==> src/rtl/floo_traffic_monitor_pkg.sv <==
// Shared types and helpers for the FlooNoC multi-channel traffic monitor.
//   mon_state_e  : drain/end-of-simulation FSM encoding (3 bits)
//   sat_res_t    : result of a saturating +1/-1 step (value plus error flags)
//   sat_add_sub  : saturating increment/decrement on a 64-bit container;
//                  callers zero-extend their counter and pass its own maximum.
package floo_traffic_monitor_pkg;

    typedef enum logic [2:0] {
        MON_IDLE    = 3'd0,
        MON_RUN     = 3'd1,
        MON_DRAIN   = 3'd2,
        MON_DONE    = 3'd3,
        MON_TIMEOUT = 3'd4
    } mon_state_e;

    // Widest counter the helper supports; counters must be narrower than this.
    localparam int unsigned SatWidth = 64;

    typedef struct packed {
        logic [SatWidth-1:0] value;
        logic                ovf;
        logic                unf;
    } sat_res_t;

    // inc and dec together cancel out. At the limit the value holds and the
    // matching flag is raised instead of wrapping.
    function automatic sat_res_t sat_add_sub(input logic [SatWidth-1:0] val,
                                             input logic                inc,
                                             input logic                dec,
                                             input logic [SatWidth-1:0] max_val);
        sat_res_t res;
        res.value = val;
        res.ovf   = 1'b0;
        res.unf   = 1'b0;
        if (inc && !dec) begin
            if (val >= max_val) res.ovf = 1'b1;
            else                res.value = val + 64'd1;
        end else if (dec && !inc) begin
            if (val == '0) res.unf = 1'b1;
            else           res.value = val - 64'd1;
        end
        return res;
    endfunction

endpackage

==> src/rtl/floo_traffic_monitor_chan.sv <==
// One monitored AXI channel: outstanding read/write counters, total beat
// counters, per-window beat accumulators and sticky error flags.
// Ports:
//   clk_i, rst_ni          clock, asynchronous active-low reset
//   cnt_en_i               counting enable (broadcast from the top FSM)
//   win_wrap_i             last cycle of the current window (broadcast)
//   ar/aw/r/w/r_last/b_hs_i handshake strobes of this channel
//   ar/aw_in_flight_o      outstanding reads / writes
//   rd/wr_beats_o          total R / W beats
//   win_rd/wr_beats_o      beats of the last completed window
//   err_underflow_o        sticky: completion seen with nothing outstanding
//   err_overflow_o         sticky: any counter hit its saturation limit
module floo_traffic_monitor_chan
    import floo_traffic_monitor_pkg::*;
#(
    parameter int unsigned CntWidth      = 32,   // must be < SatWidth
    parameter int unsigned InFlightWidth = 8
) (
    input  logic                     clk_i,
    input  logic                     rst_ni,
    input  logic                     cnt_en_i,
    input  logic                     win_wrap_i,
    input  logic                     ar_hs_i,
    input  logic                     aw_hs_i,
    input  logic                     r_hs_i,
    input  logic                     w_hs_i,
    input  logic                     r_last_hs_i,
    input  logic                     b_hs_i,
    output logic [InFlightWidth-1:0] ar_in_flight_o,
    output logic [InFlightWidth-1:0] aw_in_flight_o,
    output logic [CntWidth-1:0]      rd_beats_o,
    output logic [CntWidth-1:0]      wr_beats_o,
    output logic [CntWidth-1:0]      win_rd_beats_o,
    output logic [CntWidth-1:0]      win_wr_beats_o,
    output logic                     err_underflow_o,
    output logic                     err_overflow_o
);

    localparam logic [SatWidth-1:0] InFlightMax = (64'd1 << InFlightWidth) - 64'd1;
    localparam logic [SatWidth-1:0] CntMax      = (64'd1 << CntWidth) - 64'd1;

    logic [InFlightWidth-1:0] ar_q, ar_d, aw_q, aw_d;
    logic [CntWidth-1:0]      rd_q, rd_d, wr_q, wr_d;
    logic [CntWidth-1:0]      rd_acc_q, rd_acc_d, wr_acc_q, wr_acc_d;
    logic [CntWidth-1:0]      win_rd_q, win_rd_d, win_wr_q, win_wr_d;
    logic                     unf_q, unf_d, ovf_q, ovf_d;

    sat_res_t ar_res, aw_res, rd_res, wr_res, rd_acc_res, wr_acc_res;

    always_comb begin
        ar_res     = sat_add_sub(SatWidth'(ar_q), ar_hs_i, r_last_hs_i, InFlightMax);
        aw_res     = sat_add_sub(SatWidth'(aw_q), aw_hs_i, b_hs_i, InFlightMax);
        rd_res     = sat_add_sub(SatWidth'(rd_q), r_hs_i, 1'b0, CntMax);
        wr_res     = sat_add_sub(SatWidth'(wr_q), w_hs_i, 1'b0, CntMax);
        rd_acc_res = sat_add_sub(SatWidth'(rd_acc_q), r_hs_i, 1'b0, CntMax);
        wr_acc_res = sat_add_sub(SatWidth'(wr_acc_q), w_hs_i, 1'b0, CntMax);

        ar_d     = ar_q;
        aw_d     = aw_q;
        rd_d     = rd_q;
        wr_d     = wr_q;
        rd_acc_d = rd_acc_q;
        wr_acc_d = wr_acc_q;
        win_rd_d = win_rd_q;
        win_wr_d = win_wr_q;
        unf_d    = unf_q;
        ovf_d    = ovf_q;

        if (cnt_en_i) begin
            ar_d  = ar_res.value[InFlightWidth-1:0];
            aw_d  = aw_res.value[InFlightWidth-1:0];
            rd_d  = rd_res.value[CntWidth-1:0];
            wr_d  = wr_res.value[CntWidth-1:0];
            unf_d = unf_q | ar_res.unf | aw_res.unf;
            ovf_d = ovf_q | ar_res.ovf | aw_res.ovf | rd_res.ovf | wr_res.ovf;
            // The wrap cycle's own beat belongs to the window being closed.
            if (win_wrap_i) begin
                win_rd_d = rd_acc_res.value[CntWidth-1:0];
                win_wr_d = wr_acc_res.value[CntWidth-1:0];
                rd_acc_d = '0;
                wr_acc_d = '0;
            end else begin
                rd_acc_d = rd_acc_res.value[CntWidth-1:0];
                wr_acc_d = wr_acc_res.value[CntWidth-1:0];
            end
        end
    end

    // Accumulators never exceed the totals, so their flags carry no news.
    logic unused_res_bits;
    assign unused_res_bits = ^{ar_res.value[SatWidth-1:InFlightWidth],
                               aw_res.value[SatWidth-1:InFlightWidth],
                               rd_res.value[SatWidth-1:CntWidth],
                               wr_res.value[SatWidth-1:CntWidth],
                               rd_acc_res.value[SatWidth-1:CntWidth],
                               wr_acc_res.value[SatWidth-1:CntWidth],
                               rd_res.unf, wr_res.unf,
                               rd_acc_res.ovf, rd_acc_res.unf,
                               wr_acc_res.ovf, wr_acc_res.unf};

    always_ff @(posedge clk_i or negedge rst_ni) begin
        if (!rst_ni) begin
            ar_q     <= '0;
            aw_q     <= '0;
            rd_q     <= '0;
            wr_q     <= '0;
            rd_acc_q <= '0;
            wr_acc_q <= '0;
            win_rd_q <= '0;
            win_wr_q <= '0;
            unf_q    <= 1'b0;
            ovf_q    <= 1'b0;
        end else begin
            ar_q     <= ar_d;
            aw_q     <= aw_d;
            rd_q     <= rd_d;
            wr_q     <= wr_d;
            rd_acc_q <= rd_acc_d;
            wr_acc_q <= wr_acc_d;
            win_rd_q <= win_rd_d;
            win_wr_q <= win_wr_d;
            unf_q    <= unf_d;
            ovf_q    <= ovf_d;
        end
    end

    assign ar_in_flight_o  = ar_q;
    assign aw_in_flight_o  = aw_q;
    assign rd_beats_o      = rd_q;
    assign wr_beats_o      = wr_q;
    assign win_rd_beats_o  = win_rd_q;
    assign win_wr_beats_o  = win_wr_q;
    assign err_underflow_o = unf_q;
    assign err_overflow_o  = ovf_q;

endmodule

==> src/rtl/floo_multi_chan_traffic_monitor.sv <==
// Multi-channel traffic and end-of-simulation monitor for FlooNoC test nodes.
// Holds the drain FSM, sticky end-of-sim flags, the bandwidth window timer and
// the drain timer; per-channel counting lives in floo_traffic_monitor_chan.
// Ports:
//   clk_i, rst_ni                      clock, asynchronous active-low reset
//   en_i                               monitoring enable (low pauses counting)
//   eos_i                              per-channel end-of-sim level
//   ar/aw/r/w/r_last/b_hs_i            per-channel handshake strobes
//   ar/aw_in_flight_o, rd/wr_beats_o   per-channel counters
//   win_rd/wr_beats_o, win_valid_o     last completed window and its update pulse
//   state_o, done_o, timeout_o         FSM state and sticky completion flags
//   err_underflow_o, err_overflow_o    per-channel sticky error flags
module floo_multi_chan_traffic_monitor
    import floo_traffic_monitor_pkg::*;
#(
    parameter int unsigned NumChannels   = 2,
    parameter int unsigned CntWidth      = 32,
    parameter int unsigned InFlightWidth = 8,
    parameter int unsigned WindowCycles  = 1024,
    parameter int unsigned DrainTimeout  = 4096
) (
    input  logic                                       clk_i,
    input  logic                                       rst_ni,
    input  logic                                       en_i,
    input  logic [NumChannels-1:0]                     eos_i,
    input  logic [NumChannels-1:0]                     ar_hs_i,
    input  logic [NumChannels-1:0]                     aw_hs_i,
    input  logic [NumChannels-1:0]                     r_hs_i,
    input  logic [NumChannels-1:0]                     w_hs_i,
    input  logic [NumChannels-1:0]                     r_last_hs_i,
    input  logic [NumChannels-1:0]                     b_hs_i,
    output logic [NumChannels-1:0][InFlightWidth-1:0]  ar_in_flight_o,
    output logic [NumChannels-1:0][InFlightWidth-1:0]  aw_in_flight_o,
    output logic [NumChannels-1:0][CntWidth-1:0]       rd_beats_o,
    output logic [NumChannels-1:0][CntWidth-1:0]       wr_beats_o,
    output logic [NumChannels-1:0][CntWidth-1:0]       win_rd_beats_o,
    output logic [NumChannels-1:0][CntWidth-1:0]       win_wr_beats_o,
    output logic                                       win_valid_o,
    output logic [2:0]                                 state_o,
    output logic                                       done_o,
    output logic                                       timeout_o,
    output logic [NumChannels-1:0]                     err_underflow_o,
    output logic [NumChannels-1:0]                     err_overflow_o
);

    localparam int unsigned WinW   = $clog2(WindowCycles);
    localparam int unsigned DrainW = $clog2(DrainTimeout + 1);

    mon_state_e             state_q;
    logic [NumChannels-1:0] eos_q;
    logic [WinW-1:0]        win_timer_q;
    logic [DrainW-1:0]      drain_timer_q;
    logic                   win_valid_q, done_q, timeout_q;

    logic                   cnt_en, win_wrap, all_eos, all_drained;
    logic [NumChannels-1:0] chan_busy;

    assign cnt_en   = en_i && (state_q == MON_RUN || state_q == MON_DRAIN);
    assign win_wrap = cnt_en && (win_timer_q == WinW'(WindowCycles - 1));
    // The current cycle's eos_i counts toward leaving RUN.
    assign all_eos  = &(eos_q | eos_i);
    assign all_drained = ~|chan_busy;

    for (genvar g = 0; g < NumChannels; g++) begin : gen_chan
        floo_traffic_monitor_chan #(
            .CntWidth      (CntWidth),
            .InFlightWidth (InFlightWidth)
        ) i_chan (
            .clk_i           (clk_i),
            .rst_ni          (rst_ni),
            .cnt_en_i        (cnt_en),
            .win_wrap_i      (win_wrap),
            .ar_hs_i         (ar_hs_i[g]),
            .aw_hs_i         (aw_hs_i[g]),
            .r_hs_i          (r_hs_i[g]),
            .w_hs_i          (w_hs_i[g]),
            .r_last_hs_i     (r_last_hs_i[g]),
            .b_hs_i          (b_hs_i[g]),
            .ar_in_flight_o  (ar_in_flight_o[g]),
            .aw_in_flight_o  (aw_in_flight_o[g]),
            .rd_beats_o      (rd_beats_o[g]),
            .wr_beats_o      (wr_beats_o[g]),
            .win_rd_beats_o  (win_rd_beats_o[g]),
            .win_wr_beats_o  (win_wr_beats_o[g]),
            .err_underflow_o (err_underflow_o[g]),
            .err_overflow_o  (err_overflow_o[g])
        );
        assign chan_busy[g] = (|ar_in_flight_o[g]) || (|aw_in_flight_o[g]);
    end

    always_ff @(posedge clk_i or negedge rst_ni) begin
        if (!rst_ni) begin
            state_q       <= MON_IDLE;
            eos_q         <= '0;
            win_timer_q   <= '0;
            drain_timer_q <= '0;
            win_valid_q   <= 1'b0;
            done_q        <= 1'b0;
            timeout_q     <= 1'b0;
        end else begin
            eos_q       <= eos_q | eos_i;
            win_valid_q <= win_wrap;
            if (cnt_en) begin
                win_timer_q <= win_wrap ? '0 : win_timer_q + WinW'(1);
            end
            unique case (state_q)
                MON_IDLE: begin
                    if (en_i) state_q <= MON_RUN;
                end
                MON_RUN: begin
                    if (en_i && all_eos) begin
                        state_q       <= MON_DRAIN;
                        drain_timer_q <= '0;
                    end
                end
                MON_DRAIN: begin
                    // Draining wins over the timeout if both hold together.
                    if (en_i) begin
                        if (all_drained) begin
                            state_q <= MON_DONE;
                            done_q  <= 1'b1;
                        end else if (drain_timer_q == DrainW'(DrainTimeout - 1)) begin
                            state_q   <= MON_TIMEOUT;
                            timeout_q <= 1'b1;
                        end else begin
                            drain_timer_q <= drain_timer_q + DrainW'(1);
                        end
                    end
                end
                default: ;  // DONE and TIMEOUT hold until reset
            endcase
        end
    end

    assign win_valid_o = win_valid_q;
    assign state_o     = state_q;
    assign done_o      = done_q;
    assign timeout_o   = timeout_q;

endmodule

==> config.mk <==
export PLATFORM = sky130hd
export DESIGN_NAME = floo_multi_chan_traffic_monitor
export DESIGN_NICKNAME = d
export VERILOG_FILES = /design/src/rtl/floo_traffic_monitor_pkg.sv /design/src/rtl/floo_traffic_monitor_chan.sv /design/src/rtl/floo_multi_chan_traffic_monitor.sv
export SDC_FILE = /design/constraint.sdc
export NUM_CORES = 1
export LEC_CHECK = 0
export ABC_AREA = 1
export BUFFER_PORTS_ARGS = -buffer_cell sky130_fd_sc_hd__buf_2
export CAP_MARGIN = 20
export CORE_MARGIN = 1
export CORE_UTILIZATION = 30
export CTS_BUF_LIST = sky130_fd_sc_hd__clkbuf_2
export CTS_CLUSTER_DIAMETER = 200
export DETAILED_ROUTE_END_ITERATION = 10
export GPL_TIMING_DRIVEN = 0
export PLACE_DENSITY = 0.46
export REMOVE_ABC_BUFFERS = 1
export SYNTH_ARGS = -nofsm -noshare
export SYNTH_HDL_FRONTEND = slang
export SYNTH_HIERARCHICAL = 1
export SYNTH_SLANG_ARGS = --single-unit
==> constraint.sdc <==
create_clock -name clk_i -period 2.3 [get_ports clk_i]
set_input_delay 0.115 -clock clk_i [delete_from_list [all_inputs] [get_ports clk_i]]
set_output_delay 0.115 -clock clk_i [all_outputs]
set_load 0.005 [all_outputs]
## Word-level counts from Yosys, hierarchy flattened

Index checks and enable logic that the tools add are counted.

- Add/subtract/negate cells: 18
- Order comparisons: 12
- Equal/unequal tests: 18
- Multiplexer cells: 72
- Bitwise logic cells: 18
- Reductions and logical operators: 52

Operators with widths:

| operator | number |
|---|---|
| $add A32 B1 Y32 const B | 8 |
| $ge A32 B32 Y1 const B | 8 |
| $mux W32 | 8 |
| $mux W33 | 4 |
| $mux W8 | 16 |
| $mux W13 | 4 |
| $add A8 B1 Y8 const B | 4 |
| $ge A8 B8 Y1 const B | 4 |
| $logic_not A8 Y1 | 4 |
| $mux W1 | 32 |
| $reduce_or A8 Y1 | 4 |
| $sub A8 B1 Y8 const B | 4 |
| $pmux W13 S2 | 1 |
| $reduce_and A4 Y1 | 5 |
| $mux W3 | 5 |
| $reduce_and A3 Y1 | 5 |
| $ne A2 B2 Y1 const B | 7 |
| $add A13 B1 Y13 const B | 1 |
| $eq A13 B12 Y1 const B | 1 |
| $ne A2 B1 Y1 const B | 6 |
| $or A1 B1 Y1 | 12 |
| $logic_and A1 B1 Y1 | 11 |
| $add A10 B1 Y10 const B | 1 |
| $eq A10 B10 Y1 const B | 1 |
| 15 further kinds | 34 |

- Flip-flop bits (word level): 451
- Output and inout bits: 298
- Word-level logic and storage cells: 217

## Longest topological paths before layout

Gate-level depths: netlist of run 1.

- Depth in word-level cells: 7
- Mapped depth: 14
- Gate-level depth less buffers: 12

## Hierarchy

The synthesis of run 1 kept the hierarchy.

Modules (own cells, without submodules):

| module | instances | cells each | area each (um^2) | seq. area each (um^2) |
|---|---|---|---|---|
| floo_traffic_monitor_chan (gen_chan[1].i_chan) | 1 | 1,993 | 13,259.0 | 5,255.0 |
| floo_traffic_monitor_chan (gen_chan[0].i_chan) | 1 | 1,986 | 13,188.9 | 5,255.0 |
| floo_multi_chan_traffic_monitor | 1 | 278 | 1,943.1 | 775.7 |

## Worst setup path before layout of run 1

No wires, ideal clock.

- Path type: reg-to-reg
- From: register state_q[0] (netlist: state_o[0])
- To: register gen_chan[1].i_chan.win_rd_q[6]
- Arrival: 2.240 ns
- Required time: 2.234 ns
- Path slack: -0.005 ns
- Cell stages (with the launch flop): 15
- Path buffers: 3
- Clock period less this slack: 2.305 ns
- Cells stage by stage: dfrtp_1 inv_2 nand3_2 buf_2 a21oi_2 nand3_1 nor3_1 nand3_1 nor2_1 nand2_1 inv_2 clkbuf_1 buf_2 nand2_1 nand2_1

- Word-level cells in the longest chain between the ends: 5

Ends and longest elaborated chain:

| element | RTL line | source |
|---|---|---|
| from (decl) | floo_multi_chan_traffic_monitor.sv:49 | `mon_state_e state_q;` |
| from (signal assigned) | floo_multi_chan_traffic_monitor.sv:93 | `state_q <= MON_IDLE;` |
| from (signal assigned) | floo_multi_chan_traffic_monitor.sv:108 | `if (en_i) state_q <= MON_RUN;` |
| from (signal assigned) | floo_multi_chan_traffic_monitor.sv:112 | `state_q <= MON_DRAIN;` |
| $eq A3 B1 Y1 / $eq A3 B2 Y1 (equally long branches) | floo_multi_chan_traffic_monitor.sv:58 | `assign cnt_en = en_i && (state_q == MON_RUN \|\| state_q == MON_DRAIN);` |
| $logic_or A1 B1 Y1 (*) | floo_multi_chan_traffic_monitor.sv:58 |  |
| $logic_and A1 B1 Y1 (*) | floo_multi_chan_traffic_monitor.sv:58 |  |
| $logic_and A1 B1 Y1 (*) | floo_multi_chan_traffic_monitor.sv:59 | `assign win_wrap = cnt_en && (win_timer_q == WinW'(WindowCycles - 1));` |
| via win_wrap | floo_multi_chan_traffic_monitor.sv:55 | `logic cnt_en, win_wrap, all_eos, all_drained;` |
| $reduce_and A2 Y1 (no source line) (*) | n/a |  |
| to (signal assigned) | floo_traffic_monitor_chan.sv:120 | `win_rd_q <= win_rd_d;` |
| to (decl) | floo_traffic_monitor_chan.sv:45 | `logic [CntWidth-1:0] win_rd_q, win_rd_d, win_wr_q, win_wr_d;` |

Mark *: on every way through the listed nets, which the timed path passes. The rest lies on a longest branch.
A chain may end at the register's enable or synchronous reset.

## Worst setup path in the final report of run 1

- From: register state_q[2] (netlist: state_o[2])
- To: register gen_chan[0].i_chan.win_wr_q[31]

- Word-level cells in the longest chain between the ends: 5

Ends and longest elaborated chain:

| element | RTL line | source |
|---|---|---|
| $eq A3 B1 Y1 / $eq A3 B2 Y1 (equally long branches) | floo_multi_chan_traffic_monitor.sv:58 |  |
| $logic_or A1 B1 Y1 (*) | floo_multi_chan_traffic_monitor.sv:58 |  |
| $logic_and A1 B1 Y1 (*) | floo_multi_chan_traffic_monitor.sv:58 |  |
| $logic_and A1 B1 Y1 (*) | floo_multi_chan_traffic_monitor.sv:59 |  |
| via win_wrap | floo_multi_chan_traffic_monitor.sv:55 |  |
| $reduce_and A2 Y1 (no source line) (*) | n/a |  |
| to (signal assigned) | floo_traffic_monitor_chan.sv:121 | `win_wr_q <= win_wr_d;` |
| to (decl) | floo_traffic_monitor_chan.sv:45 |  |

Marks and branches as above.

==> results of run 1 <==
==> stage by stage <==
step / hold WS [ns] / utilization [%]
floorplan: -0.181 / -
global placement: 0.341 / 33.1
detailed placement: 0.125 / 33.5
CTS: 0.0536 / 36.6
global route: 0.0809 / 38.0
finish: 0.297 / 38.0
==> power by group <==
group	switching, mW	internal (mW)	leakage [nW]
Clock	3.97	2.83	0.970
Sequential	0.143	8.02	5.81
Combinational	0.731	0.369	11.3
Total	4.84	11.2	18.1
==> sequential cells by signal (all words and copies together) (netlist names), 13 cells and up <==
signal	flops
drain_timer_q	13
gen_chan.i_chan/rd_acc_q	64
gen_chan.i_chan/win_rd_beats_o	64
gen_chan.i_chan/aw_in_flight_o	16
gen_chan.i_chan/wr_beats_o	64
gen_chan.i_chan/rd_beats_o	64
gen_chan.i_chan/ar_in_flight_o	16
gen_chan.i_chan/win_wr_beats_o	64
gen_chan.i_chan/wr_acc_q	64
==> path summary, 6_finish.rpt <==
check                                                        end         startpoint  slack [ns]  cells past startpoint
min in group asynchronous   gen_chan[0].i_chan/aw_in_flight_o[4]             rst_ni        0.41                      5
max                        gen_chan[0].i_chan/win_wr_beats_o[31]         state_o[2]       -0.11                     14
max in group asynchronous  gen_chan[1].i_chan/win_wr_beats_o[12]             rst_ni        0.26                      8
max reg2reg                gen_chan[0].i_chan/win_wr_beats_o[31]         state_o[2]       -0.11                     14
min reg2reg                                    drain_timer_q[12]  drain_timer_q[12]        0.47                      2
min                                                    timeout_o               en_i        0.30                      5
==> metal layers <==
layer / GRT usage [%] / vias up
met5: 0 / -
met4: 7.90 / 0
met3: 4.57 / 179
met2: 31.8 / 635
met1: 27.2 / 13366
li1: - / 14506
==> Yosys cell counts (2+ instances only) <==
cell      instances
nor4_1            2
nand3b_1         22
buf_4             4
dfrtp_1         451
buf_2            43
nand2_1        1924
nand2_2          12
buf_1            14
xor2_1           99
nor3b_1           2
nand2_4           5
nor3_2            5
nor2_8            2
clkinv_1          5
nor2_1          419
buf_6            11
ha_1             38
o21bai_1          3
nor2_2            9
nor2_4           11
nor3_1           76
a21oi_1          23
or2_2             8
o21ai_1          37
a21o_1           10
o21ai_0         106
nand3_1         344
nand4_1          66
nand3_4           2
fa_1              4
inv_2            19
nand3_2          16
xnor2_1          36
o21ai_2          15
inv_1           338
a21boi_0          5
a31oi_1          18
clkbuf_1         49
==> logic make-up (layout without fill, tap and decap cells) <==
kind of cell	after synthesis	after routing	share of synthesized area, %
xor+xnor	135	135	4.16
other cells	0	7	0
buf+inv	483	1072	6.92
simple gates	2928	2935	42.9
compound gates	218	218	4.29
fa+ha+maj	42	42	1.96
flops	451	451	39.8
==> worst max-delay path: cells and delay by family, from the launching register on <==
kind,cells,cell delay (ns)
and+or+nand+nor,8,0.87
AOI/OAI and AO/OA,1,0.22
buffers and inverters,5,0.70
DFF,1,0.42
==> final cells by class <==
cell class / instances / area, um^2
antenna: 7 / 17.5
clock buffer: 192 / 961
clock inverter: 54 / 349
fill: 10189 / 58000
inverter: 362 / 1450
multi-input combinational: 3330 / 15900
sequential: 451 / 11300
tap: 1254 / 1570
timing repair buffer: 462 / 3890
timing repair inverter: 2 / 27.5
==> repair_timing <==
item | 4_1_cts | 5_1_grt
pin swaps | 10 | 39
resized for setup | 135 | 180
buffers inserted | 39 | 18
hold buffers | 45 | 0
setup endpoints to repair | 505 | 491
endpoints found under the hold margin | 796 | 0
cloned | 14 | 25
==> results_dict.tcl, run 1 <==
set metrics [dict create \
    grt_pass1_wl_mm 153 \
    post-place-ws_ns -1.93 \
    setup_viol 175 \
    clockBufferDepth 3 \
    clk_pin_slew_ns 0.10 \
    fin_crit_sh_pct 105 \
    synth_area_leaders "dfrtp_1, nand2_1, nand3_1, nor2_1, inv_1" \
    met2_length_mm 45.2 \
    nNetsFinal 4809 \
    hold_viol 0 \
    start_util_pct 30.4 \
    cpMostUsedCell "buf_12" \
    hpwl_mm 65.9 \
    grt_pass1_vias 27089 \
    max-vdd-ir-drop_mv 0.426 \
    cts_buffers 141 \
    syn_to_final_growth_pct 25.0 \
    placed_cells 5722 \
    vias 28686 \
    clock-sinks 451 \
    crit_fanout 8 \
    synth_top_cell_by_area "dfrtp_1" \
    grt-ovfl-total 0 \
    top_layer "met4" \
    antenna_found_initial 3 \
    synth_top_area_share_pct 39.8 \
    cts_tree "done" \
    cp-start-kind "flip-flop" \
    power_mw 16.1 \
    syn_area_mm2 0.0284 \
    drtAntennaViolNets 0 \
    dpl-instance-area_mm2 0.0314 \
    fin_area_mm2 0.0355 \
    tightestPinTransition_ns 1.04 \
    seq_area_frac_synth_pct 39.8 \
    max_stage_delay_ns 0.42 \
    met3_length_mm 5.54 \
    firstDrtPassIters 5 \
    layout_commonest_cell "nand2_1" \
    finalWirelength_mm 101 \
    fin_cells 6114 \
    fin_setup_tns_ns -7.95 \
    ioPinCount 315 \
    grt_max_degree 107 \
    leakage_nw 18.1 \
    row_count 112 \
    die_h_um 310 \
    synth_cell_type_count 42 \
    path_cells "inv_2 -> nand3_4 -> a21oi_4 -> nand3_2 -> nor3_2 -> nand3_1 -> nor2_4 -> buf_12 -> buf_12 -> nand2_8 -> buf_12 -> clkbuf_16 -> nand2_2 -> nand2_1" \
    drt-vias-per-instance 4.69 \
    syn_avg_cell_area_um2 6.67 \
    synth_edf_count 0 \
    violations "negative setup slack" \
    relSlewSlack_pct 30.5 \
    fmax_mhz 415 \
    slowest_stage "dfrtp_1" \
    core_mm2 0.0935 \
    syn_inst 4257 \
    portBuffers 314 \
    final.min_clock_period_ns 2.41 \
    end_kind "flip-flop" \
    gp_congestion 0.878 \
    drive_gt1_share_pct 19.3 \
    crit_required_ns 3.49 \
    post_drt_wl_per_cell_um 16.6 \
    drt_iter0_markers 1754 \
    path_class "flip-flop to flip-flop" \
    clk_latency_ns 1.36 \
    hold_path_class "primary input to flip-flop" \
    rsz0062_at_grt "true" \
    die_x_um 310 \
    cellPowerDensity_mw_per_mm2 453 \
    grt_usage_pct 20.3 \
    yosys_warnings 6 \
    drc 0 \
    ys_ff_latch 451 \
    critPathArrivalTime_ns 3.59 \
    h-tree-depth 4 \
    status "finished, violations left" \
    wl_met1_mm 47.6 \
    cts-root-buf "clkbuf_2" \
    ys_async_sr_fraction_pct 100 \
    cap_violations 0 \
    most-common-layout-cells "nand2_1, nor2_1, dfrtp_1" \
    timing.final.ws_setup_ns -0.108 \
    final-max-slew-violation-count 0 \
    dieArea_mm2 0.0959 \
    synthFlopType "dfrtp_1" \
    clock_skew_ns 0.0860 \
]
(Power assumes the default switching activity.)
==> run 2, diff against run 1 <==
--- a/config.mk
+++ b/config.mk
@@ -5,7 +5,6 @@
 export SDC_FILE = /design/constraint.sdc
 export NUM_CORES = 1
 export LEC_CHECK = 0
-export ABC_AREA = 1
 export BUFFER_PORTS_ARGS = -buffer_cell sky130_fd_sc_hd__buf_2
 export CAP_MARGIN = 20
 export CORE_MARGIN = 1
@@ -14,7 +13,7 @@
 export CTS_CLUSTER_DIAMETER = 200
 export DETAILED_ROUTE_END_ITERATION = 10
 export GPL_TIMING_DRIVEN = 0
-export PLACE_DENSITY = 0.46
+export PLACE_DENSITY = 0.47
 export REMOVE_ABC_BUFFERS = 1
 export SYNTH_ARGS = -nofsm -noshare
 export SYNTH_HDL_FRONTEND = slang
==> run 2 against run 1 <==
Net effect:
- the run still ends with negative setup slack left
- global-route usage is 0.21 points higher
- sequential share of layout area is 0.11 points higher
- clock power hardly changed
- routed wire length is 11% lower
- worst hold slack better by 0.017 ns
- largest power group unchanged
- highest routed layer unchanged
==> results_dict.tcl, run 2 <==
set metrics [dict create \
    grt_pass1_vias 22735 \
    syn_area_mm2 0.0247 \
    dpl-instance-area_mm2 0.0274 \
    slowest_stage "dfrtp_2" \
    reg2reg_from "state_o[0]" \
    hold_path_end "done_o" \
    rr_endpoint "gen_chan[0].i_chan/win_wr_beats_o[13]" \
    final.min_clock_period_ns 2.66 \
    yosysMostFrequentCell "dfrtp_1" \
    row_count 104 \
    yosys_warnings 6 \
    synth_cell_type_count 99 \
    leakage_nw 15.8 \
    grt_usage_pct 20.5 \
    timing.final.ws_setup_ns -0.359 \
    path_class "flip-flop to flip-flop" \
    fin_crit_sh_pct 116 \
    cts_tree "done" \
    status "finished, violations left" \
    nNetsFinal 3293 \
    r2r_slack_ns -0.36 \
    cts_buffers 139 \
    most-common-layout-cells "dfrtp_1, buf_2, nand2_1" \
    fin_util_pct 43.5 \
    gp_congestion 0.855 \
    cp-start-kind "flip-flop" \
    firstDrtPassIters 5 \
    setup_viol 319 \
    clock_skew_ns 0.130 \
    synth_area_leaders "dfrtp_1, xnor2_1, nand2_1, o21ai_0, xor2_1" \
    final-max-slew-violation-count 0 \
    synth_top_cells_by_count "dfrtp_1, nand2_1, o21ai_0" \
    drt-vias-per-instance 5.35 \
    grt_pass1_wl_mm 134 \
    core_mm2 0.0811 \
    finalWirelength_mm 89.9 \
    violations "negative setup slack" \
    synth_top_area_share_pct 45.7 \
    synthFlopType "dfrtp_1" \
    relSlewSlack_pct 39.9 \
    drtAntennaViolNets 0 \
    clk_latency_ns 1.35 \
    cellPowerDensity_mw_per_mm2 757 \
    hpwl_mm 50.6 \
    critPathArrivalTime_ns 3.83 \
    hold_depth 4 \
    drive_gt1_share_pct 38.6 \
    end_kind "flip-flop" \
    hold_path_class "primary input to flip-flop" \
    crit_family "buffers and inverters" \
    syn_to_final_growth_pct 42.7 \
    ys_ff_latch 451 \
    syn_inst 2585 \
    syn_avg_cell_area_um2 9.56 \
    ys_async_sr_fraction_pct 100 \
    fin_area_mm2 0.0353 \
    antenna_found_initial 1 \
    grt-ovfl-total 0 \
    h-tree-depth 4 \
    seq_area_frac_synth_pct 45.7 \
    fmax_mhz 376 \
    cp_num_buf_inv 9 \
    crit_required_ns 3.47 \
    die_h_um 289 \
    clk_pin_slew_ns 0.09 \
    post_drt_wl_per_cell_um 20.4 \
    synth_top_cell_by_area "dfrtp_1" \
    grt_max_degree 109 \
    drt_iter0_markers 1613 \
    portBuffers 314 \
    cts-root-buf "clkbuf_2" \
    cpMostUsedCell "buf_12" \
    cap_violations 0 \
    path_cells "xor2_2 -> nand2_4 -> inv_16 -> buf_16 -> and3_4 -> and3_4 -> buf_4 -> buf_6 -> buf_6 -> buf_12 -> buf_16 -> buf_12 -> buf_12 -> nand2_8 -> nand2_1 -> o21ai_0" \
    max_stage_delay_ns 0.44 \
    hold_viol 0 \
    die_x_um 289 \
    clock-sinks 451 \
    rr_worst_depth 16 \
    drc 0 \
    synth_edf_count 0 \
    rsz0062_at_grt "true" \
    dieArea_mm2 0.0835 \
    vias 23578 \
    clockBufferDepth 3 \
    layout_commonest_cell "dfrtp_1" \
    max-vdd-ir-drop_mv 0.495 \
    start_util_pct 30.5 \
    tightestPinTransition_ns 0.901 \
    ioPinCount 315 \
    crit_fanout 8 \
    hp-start "en_i" \
]
==> run 2: per-stage QoR <==
stage	power [mW]	worst slack [ns]	hold slack [ns]	TNS (ns)	instances
global route	28.4	-0.419	0.149	-82.51	4404
finish	26.7	-0.359	0.313	-64.79	4404
global placement	15.9	-11.16	0.362	-6355.94	3812
CTS	25.9	-0.468	0.0624	-78.15	4284
detailed placement	16.2	-2.58	0.0279	-506.94	3831
floorplan	13.5	-4.79	-0.181	-873.50	2438
==> run 2: how the worst max path moves through the flow <==
stage	start	cells after the start	to	slack (ns)
2_1_floorplan	state_o[1]	8	gen_chan[1].i_chan/win_rd_beats_o[10]	-4.79
5_1_grt	state_o[0]	15	gen_chan[1].i_chan/rd_acc_q[25]	-0.42
6_report	state_o[0]	16	gen_chan[0].i_chan/win_wr_beats_o[13]	-0.36
3_3_place_gp	state_o[1]	9	gen_chan[1].i_chan/win_rd_beats_o[13]	-11.16
4_1_cts	state_o[1]	12	gen_chan[1].i_chan/win_rd_beats_o[25]	-0.47
3_5_place_dp	state_o[1]	12	gen_chan[1].i_chan/win_rd_beats_o[10]	-2.58
==> run 2: kinds of logic after synthesis <==
logic type / synth area share (%)
compound gates: 16.1
xor+xnor: 8.40
fa+ha+maj: 2.25
buf+inv: 3.70
flops: 45.7
mux: 1.42
simple gates: 22.4
==> run 2: final cells by class <==
cell class | instances | area [um^2]
repair buffers | 633 | 5980
clock inverters | 51 | 345
diodes | 1 | 2.50
multi-input cells | 1947 | 15000
flip-flops and latches | 451 | 11300
fillers | 7793 | 45800
well taps | 1060 | 1330
inverters | 62 | 269
clock buffers | 199 | 996
==> run 2: worst reg2reg max path, delay by kind of cell (launching register included) <==
family	cells	cell delay (ns)
buf+inv	9	1.02
flops	1	0.44
simple gates	5	0.74
xor+xnor	1	0.25
compound gates	1	0.07
==> run 2: layer usage <==
metal  vias up  global-route usage (%)  wire length (um)
met5         -                       0                 0
met4         0                    7.86              2560
met3       151                    4.88              5230
met2       634                    33.2             43400
met1     11800                    26.5             38700
li1      10993                       -                 -
==> run 2: report_power, final <==
group	internal, mW	switching (mW)	total (mW)
sequential	8.69	1.28	9.97
combinational	4.65	5.27	9.93
clock	2.91	3.88	6.79
==> run 2: repair_timing <==
action	in CTS	in global routing
pin swaps	107	152
endpoints found under the hold margin	899	1
resized for setup	343	455
setup endpoints to repair	448	446
cloned	46	15
hold buffers	41	1
buffers inserted	117	119
==> run 3, diff against run 2 <==
--- a/config.mk
+++ b/config.mk
@@ -7,12 +7,10 @@
 export LEC_CHECK = 0
 export BUFFER_PORTS_ARGS = -buffer_cell sky130_fd_sc_hd__buf_2
 export CAP_MARGIN = 20
-export CORE_MARGIN = 1
 export CORE_UTILIZATION = 30
 export CTS_BUF_LIST = sky130_fd_sc_hd__clkbuf_2
 export CTS_CLUSTER_DIAMETER = 200
 export DETAILED_ROUTE_END_ITERATION = 10
-export GPL_TIMING_DRIVEN = 0
 export PLACE_DENSITY = 0.47
 export REMOVE_ABC_BUFFERS = 1
 export SYNTH_ARGS = -nofsm -noshare
==> run 3 against run 2 <==
Net effect:
- the flow still finishes with violations (negative setup slack)
- sequential power is 2% lower
- die area stayed put
- utilization is 3.8 points lower
- clock power is 4.4% lower
- highest routed layer unchanged
- clock-buffer cell count is 3 lower
==> results_dict.tcl, run 3 (same netlist as run 2, synthesis figures left out) <==
set metrics [dict create \
    gp_congestion 0.868 \
    crit_required_ns 3.49 \
    hold_path_class "primary input to flip-flop" \
    hpwl_mm 56.4 \
    status "finished, violations left" \
    fin_crit_sh_pct 102 \
    critPathArrivalTime_ns 3.54 \
    rr_worst_depth 5 \
    clk_pin_slew_ns 0.08 \
    final.min_clock_period_ns 2.35 \
    cpMostUsedCell "dlygate4sd3_1" \
    clock_skew_ns 0.128 \
    vias 22993 \
    max_stage_delay_ns 0.59 \
    syn_to_final_growth_pct 30.2 \
    dieArea_mm2 0.0835 \
    core_mm2 0.0811 \
    cp-start-kind "primary input" \
    final-max-slew-violation-count 0 \
    crit_fanout 3 \
    ioPinCount 315 \
    drc 0 \
    grt_pass1_wl_mm 127 \
    start_util_pct 30.5 \
    tightestPinTransition_ns 0.827 \
    rsz0062_at_grt "true" \
    setup_viol 5 \
    path_cells "dlygate4sd3_1 -> buf_2 -> dlygate4sd3_1 -> ha_1 -> buf_4 -> dlygate4sd3_1 -> nor4_1 -> nand2_1 -> o21ai_0 -> dlygate4sd3_1 -> a21o_1" \
    die_x_um 289 \
    cp_num_buf_inv 6 \
    grt_max_degree 79 \
    drive_gt1_share_pct 30.4 \
    clock-sinks 451 \
    slowest_stage "dlygate4sd3_1" \
    drt-vias-per-instance 5.20 \
    post-place-ws_ns -0.184 \
    finalWirelength_mm 81.0 \
    hold_depth 5 \
    seq_area_mm2 0.0113 \
    clockBufferDepth 3 \
    placed_cells 4092 \
    timing.final.ws_setup_ns -0.0495 \
    firstDrtPassIters 6 \
    grt_pass1_vias 22939 \
    nFillCells 8235 \
    cts_buffers 139 \
    max-vdd-ir-drop_mv 0.559 \
    cap_violations 0 \
    hold_viol 0 \
    portBuffers 314 \
    antenna_found_initial 2 \
    drtAntennaViolNets 0 \
    fin_setup_tns_ns -0.0856 \
    crit_family "buffers and inverters" \
    cts-root-buf "clkbuf_2" \
    nNetsFinal 3318 \
    clk_latency_ns 1.31 \
    h-tree-depth 4 \
    grt-ovfl-total 0 \
    end_kind "flip-flop" \
    grt_usage_pct 19.2 \
    cp.depth 11 \
    path_class "primary input to flip-flop" \
    violations "negative setup slack" \
    relSlewSlack_pct 44.9 \
    drt_iter0_markers 1375 \
    row_count 104 \
    multi_input_area_mm2 0.0129 \
    layout_commonest_cell "dfrtp_1" \
    most-common-layout-cells "dfrtp_1, buf_2, nand2_1" \
    cellPowerDensity_mw_per_mm2 757 \
    die_h_um 289 \
    cts_tree "done" \
    leakage_nw 15.1 \
    fmax_mhz 426 \
    post_drt_wl_per_cell_um 18.3 \
    fin_cells 4424 \
]
run 3: cell count changes in the layout (fill, tap and decap cells not counted), moves of 35 or more:
cell | before | now
nand2_1 | 226 | 267
buf_4 | 101 | 256
o21ai_0 | 88 | 199
buf_16 | 41 | 2
o21ai_2 | 40 | 0
o31ai_1 | 13 | 48
buf_6 | 66 | 12
o21ai_1 | 87 | 18
nor2_1 | 108 | 156
run 3: tightest hold or removal path: cells and delay by family:
kind	cells	cell delay, ns
buf+inv	2	0.64
compound gates	1	0.11
simple gates	2	0.48
run 3: final cells by class:
class                           instances  area share (%)
Timing Repair Buffer                  680            15.9
Inverter                               62           0.758
Sequential cell                       451            35.1
Clock inverter                         44           0.898
Multi-Input combinational cell       1925            40.1
Antenna cell                            6          0.0467
Clock buffer                          196            3.05
Tap cell                             1060            4.12
run 3: power by group:
group          switching (mW)  leakage, nW  internal, mW
Sequential               1.10         5.97          8.70
Clock                    3.83        0.941          2.65
Combinational            4.34         8.22          3.73
Total                    9.28         15.1          15.1
run 3: through the flow:
step                      utilization, %  hold WS, ns  total power [mW]  area [um^2]
after floorplan                        -       -0.181              13.5        24000
after global placement              36.3      -0.0151              16.8        29400
after detailed placement            36.3      -0.0112              17.1        29400
after CTS                           39.0       -0.571              24.5        31600
after global routing                39.7      0.00178              26.2        32200
final                               39.7        0.135              24.4        32200
run 3: path summary, 6_finish.rpt:
check                                          startpoint                               endpoint  slack [ns]
min in group asynchronous                          rst_ni      gen_chan[1].i_chan/wr_beats_o[17]        0.41
max in group asynchronous                          rst_ni  gen_chan[0].i_chan/win_rd_beats_o[19]        0.91
max                                            aw_hs_i[0]     gen_chan[0].i_chan/err_underflow_o       -0.05
min reg2reg                                win_timer_q[8]                         win_timer_q[8]        0.47
max reg2reg                gen_chan[1].i_chan/wr_acc_q[7]  gen_chan[1].i_chan/win_wr_beats_o[19]       -0.01
min                                                  en_i                             state_o[1]        0.14
run 3: metal layers:
metal	GRT usage, %	wire length, um
met2	30.7	38400
met5	0	0
met4	7.18	2140
met3	4.50	4400
met1	25.2	36000
run 3: what timing repair did:
action                                  CTS  global route
gates resized for setup                  35           102
hold endpoints to repair                901           113
buffers inserted                          8            20
endpoints found under the setup margin  213           296
hold buffers                             53             1
cloned                                    6             2
pin swaps                                 7            30
